File: src/rtl/mem_dump.sv
// Memory dump engine: reads words from a 1-cycle synchronous RAM and
// streams them out little-endian, followed by an XOR checksum byte.
module mem_dump #(
  parameter int CNT_W = 16
) (
  input  logic             clk,
  input  logic             rst,
  input  logic             start,
  input  logic [31:0]      base_addr,
  input  logic [CNT_W-1:0] word_count,
  output logic             busy,
  output logic             done,
  output logic             mem_req,
  output logic [31:0]      mem_addr,
  input  logic [31:0]      mem_rdata,
  output logic [7:0]       tx_data,
  output logic             tx_valid,
  input  logic             tx_ready
);

  typedef enum logic [2:0] {
    S_IDLE,
    S_REQ,
    S_WAIT,
    S_SEND,
    S_CSUM
  } state_t;

  state_t           state;
  state_t           state_nx;
  logic [31:0]      addr;
  logic [31:0]      word_buf;
  logic [CNT_W-1:0] remaining;
  logic [1:0]       idx;
  logic [7:0]       csum;
  logic             xfer;

  assign xfer = tx_valid && tx_ready;

  always_ff @(posedge clk) begin
    if (rst) state <= S_IDLE;
    else     state <= state_nx;
  end

  always_comb begin
    state_nx = state;
    unique case (state)
      S_IDLE: begin
        if (start)
          state_nx = (word_count != '0) ? S_REQ : S_CSUM;
      end
      S_REQ:  state_nx = S_WAIT;
      S_WAIT: state_nx = S_SEND;
      S_SEND: begin
        // remaining is still the pre-decrement value here
        if (xfer && idx == 2'd3)
          state_nx = (remaining == CNT_W'(1)) ? S_CSUM : S_REQ;
      end
      S_CSUM: begin
        if (xfer) state_nx = S_IDLE;
      end
      default: state_nx = S_IDLE;
    endcase
  end

  always_ff @(posedge clk) begin
    if (rst) begin
      addr      <= '0;
      word_buf  <= '0;
      remaining <= '0;
      idx       <= '0;
      csum      <= '0;
      done      <= 1'b0;
    end else begin
      done <= (state == S_CSUM) && xfer;
      unique case (state)
        S_IDLE: begin
          if (start) begin
            addr      <= base_addr & ~32'h3;
            remaining <= word_count;
            csum      <= '0;
          end
        end
        S_WAIT: begin
          word_buf <= mem_rdata;
          idx      <= '0;
        end
        S_SEND: begin
          if (xfer) begin
            csum <= csum ^ tx_data;
            idx  <= idx + 2'd1;
            if (idx == 2'd3) begin
              remaining <= remaining - CNT_W'(1);
              addr      <= addr + 32'd4;
            end
          end
        end
        default: ;
      endcase
    end
  end

  always_comb begin
    busy     = (state != S_IDLE);
    mem_req  = (state == S_REQ);
    mem_addr = addr;
    tx_valid = (state == S_SEND) || (state == S_CSUM);
    tx_data  = '0;
    if (state == S_SEND) begin
      unique case (idx)
        2'd0: tx_data = word_buf[7:0];
        2'd1: tx_data = word_buf[15:8];
        2'd2: tx_data = word_buf[23:16];
        2'd3: tx_data = word_buf[31:24];
        default: tx_data = '0;
      endcase
    end else if (state == S_CSUM) begin
      tx_data = csum;
    end
  end

endmodule
File: config.mk
export PLATFORM = sky130hd
export DESIGN_NAME = mem_dump
export DESIGN_NICKNAME = d
export VERILOG_FILES = /design/src/rtl/mem_dump.sv
export SDC_FILE = /design/constraint.sdc
export NUM_CORES = 1
export LEC_CHECK = 0
export ABC_AREA = 1
export CAP_MARGIN = 20
export CORE_MARGIN = 2
export CORE_UTILIZATION = 51
export DETAILED_ROUTE_END_ITERATION = 12
export PLACE_DENSITY = 0.81
export SKIP_CTS_REPAIR_TIMING = 1
export SYNTH_ARGS = -nofsm -noshare
export SYNTH_HDL_FRONTEND = slang
export SYNTH_SLANG_ARGS = --single-unit
export TNS_END_PERCENT = 20
File: constraint.sdc
create_clock -name clk -period 2.17 [get_ports clk]
set_input_delay 0.217 -clock clk [delete_from_list [all_inputs] [get_ports clk]]
set_output_delay 0.217 -clock clk [all_outputs]
set_load 0.01 [all_outputs]
==> flow_metrics.tcl <==
set metrics [dict create \
    grt_pass1_vias 5601 \
    finalSetupViolCount 0 \
    met1_length_mm 7.43 \
    netlist_instances 921 \
    period_share 0.979 \
    dp_hpwl_mm 11.6 \
    fin_skew_ps 12.4 \
    cts_buffers 9 \
    cts.sinks 92 \
    wl_met3_mm 1.02 \
    end_kind "output pin" \
    max_freq_ghz 0.471 \
    syn-cell-area_um2 5570 \
    final_nets 1119 \
    cp_max_fo 8 \
    grt_max_degree 56 \
    worstMarginPinSlew_ps 641 \
    total_power_mw 8.20 \
    crit_end "tx_data[0]" \
    ios 128 \
    cap_violations 0 \
    via_count 6208 \
    rsz0062_at_grt "yes" \
    drive_above_1_share 0.0620 \
    r2r_end "mem_addr[22]" \
    path_class "reg2out" \
    synthFlopType "dfxtp_1" \
    drc 0 \
    hold_viol 0 \
    hp-class "in2reg" \
    die_h_um 109 \
    dieArea_um2 11800 \
    rr_worst_depth 10 \
    clkTransAtPathRegs_ps 110 \
    reg2reg_setup_slack_ps 300 \
    wl_per_cell_um 13.7 \
    grt_pass1_wl_mm 26.1 \
    fin_crit_ps 2120 \
    instances_no_fill 1173 \
    track_usage 0.275 \
    initial_utilization 0.518 \
    grt_overflow 0 \
    ys_types 33 \
    area_growth_pct 28.4 \
    yosysSeqAreaShare 0.331 \
    drt-initial-drc-count 403 \
    antenna_left 0 \
    die_x_um 109 \
    p_leak_nw 2.74 \
    place.gp.congestion 0.952 \
    required_ps 1950 \
    rows 38 \
    wirelength_mm 16.0 \
    relSlewSlack 0.573 \
    cts_max_path_buffers 2 \
    avgSynthCellArea_um2 6.05 \
    vdd_ir_drop_max_v 0.000621 \
    synth-edff-count 0 \
    insertion_delay_ps 380 \
    dr_wl_met2_mm 7.32 \
    core-area_um2 10700 \
    finalSetupTns_ps 0 \
    synth-async-reset-ratio 0 \
    arrival_ps 1910 \
    cp-start-kind "register" \
    cts_root_buffer "clkbuf_8" \
    startpoint "idx[0]" \
    drt_first_pass_iters 6 \
    r2r_start "mem_addr[3]" \
    io_buffers 123 \
    htreeDepth 3 \
    status "complete, no violations" \
    yosys_warnings 0 \
    fillers 1041 \
    antenna_found_initial 0 \
    ys_ff_latch 92 \
    n_antenna_cell 0 \
    maxUsedRoutingLayer "met4" \
    dp_cells 1157 \
    p_per_area_nw_per_um2 1150 \
    cts_tree "yes" \
    slew_viol_final 0 \
    via_per_inst 5.29 \
]
## worst min path at each step
stage / from / endpoint / slack (ps) / depth (start not counted)
2_1_floorplan: tx_ready / done / 350 / 2
3_3_place_gp: word_buf[6] / word_buf[6] / 440 / 2
3_5_place_dp: word_buf[6] / word_buf[6] / 450 / 2
4_1_cts: rst / word_buf[7] / 400 / 4
5_1_grt: mem_rdata[23] / word_buf[23] / 420 / 3
6_report: rst / word_buf[7] / 400 / 4
## Yosys cell counts, types with 4 or more instances
library cell  count  area share
nand2_1         269        0.18
nor2_1          119       0.080
a21oi_1         106       0.095
dfxtp_1          92        0.33
nand3_1          80       0.072
inv_1            77       0.052
o21ai_0          56       0.050
buf_2            19       0.017
clkbuf_1         17       0.011
o211ai_1         10       0.013
o21ai_1          10      0.0090
nand4_1           9       0.010
ha_1              7       0.016
nand2_2           7      0.0079
buf_4             6      0.0081
nor2_2            5      0.0056
nand3b_1          4      0.0054
nor3_1            4      0.0036
## worst max-delay path, stage by stage (launching register included)
cell and delay (ps):
dfxtp_1 380, inv_1 70, buf_4 140, ha_1 280, nand2_1 100, o211ai_1 110
nand2_1 70, o21ai_0 150, dlymetal6s2s_1 220
## cell families (layout without fill, tap and decap cells)
logic type      Yosys count  after routing  share of synthesized area
fa+ha+maj                 7              7                     0.0157
other cells               1              2                   0.000673
simple gates            501            501                      0.373
compound gates          190            190                      0.180
xor+xnor                  2              2                    0.00315
flops                    92             92                      0.331
buf+inv                 128            239                     0.0966
## placed cells by master (no fill, tap or decap), types with 4 or more instances in the layout
| cell | n |
|---|---|
| nand2_1 | 269 |
| nor2_1 | 119 |
| clkdlybuf4s50_1 | 114 |
| a21oi_1 | 106 |
| dfxtp_1 | 92 |
| nand3_1 | 80 |
| inv_1 | 76 |
| o21ai_0 | 54 |
| buf_4 | 14 |
| o21ai_1 | 12 |
| o211ai_1 | 10 |
| nand4_1 | 9 |
| clkbuf_8 | 9 |
| nand2_2 | 7 |
| dlymetal6s2s_1 | 6 |
| nor2_2 | 5 |
| ha_1 | 5 |
| inv_2 | 4 |
| nand3b_1 | 4 |
| buf_12 | 4 |
## metal layers
| metal | up-vias | global-route usage |
|---|---|---|
| met1 | 2788 | 0.385 |
| met5 | - | 0 |
| met3 | 27 | 0.0422 |
| met2 | 205 | 0.439 |
| met4 | 0 | 0.0760 |
| li1 | 3188 | - |
## power breakdown
part | leakage, nW | switching [mW] | internal (mW) | total [mW]
logic | 1.88 | 2.52 | 1.73 | 4.24
clock network | 0.103 | 0.722 | 0.459 | 1.18
registers | 0.754 | 0.550 | 2.23 | 2.78
total | 2.74 | 3.79 | 4.41 | 8.20
## layout make-up
| type | instances | area [µm²] | area share |
|---|---|---|---|
| sequential | 92 | 1840 | 0.258 |
| clock buffer | 9 | 124 | 0.0173 |
| inverter | 82 | 314 | 0.0439 |
| timing repair buffer | 141 | 1420 | 0.198 |
| multi-input combinational | 702 | 3200 | 0.448 |
| tap | 140 | 175 | 0.0245 |
| clock inverter | 7 | 76.3 | 0.0107 |
## per-stage QoR
stage	instance area [µm²]	utilization	hold WS (ps)	setup WS (ps)
3_5_place_dp	6930	0.645	446	-31.1
2_1_floorplan	5570	-	345	495
6_report	7150	0.666	396	46.2
5_1_grt	7150	0.666	417	-95.3
4_1_cts	7130	0.664	403	-438
3_3_place_gp	6930	0.645	441	40.8
## sequential cells by signal (all words and copies together), names as in the netlist
signal	flops
csum	8
idx	2
word_buf	32
state	3
remaining	16
done	1
mem_addr	30
Note: power is estimated with default switching activity, not from simulation.
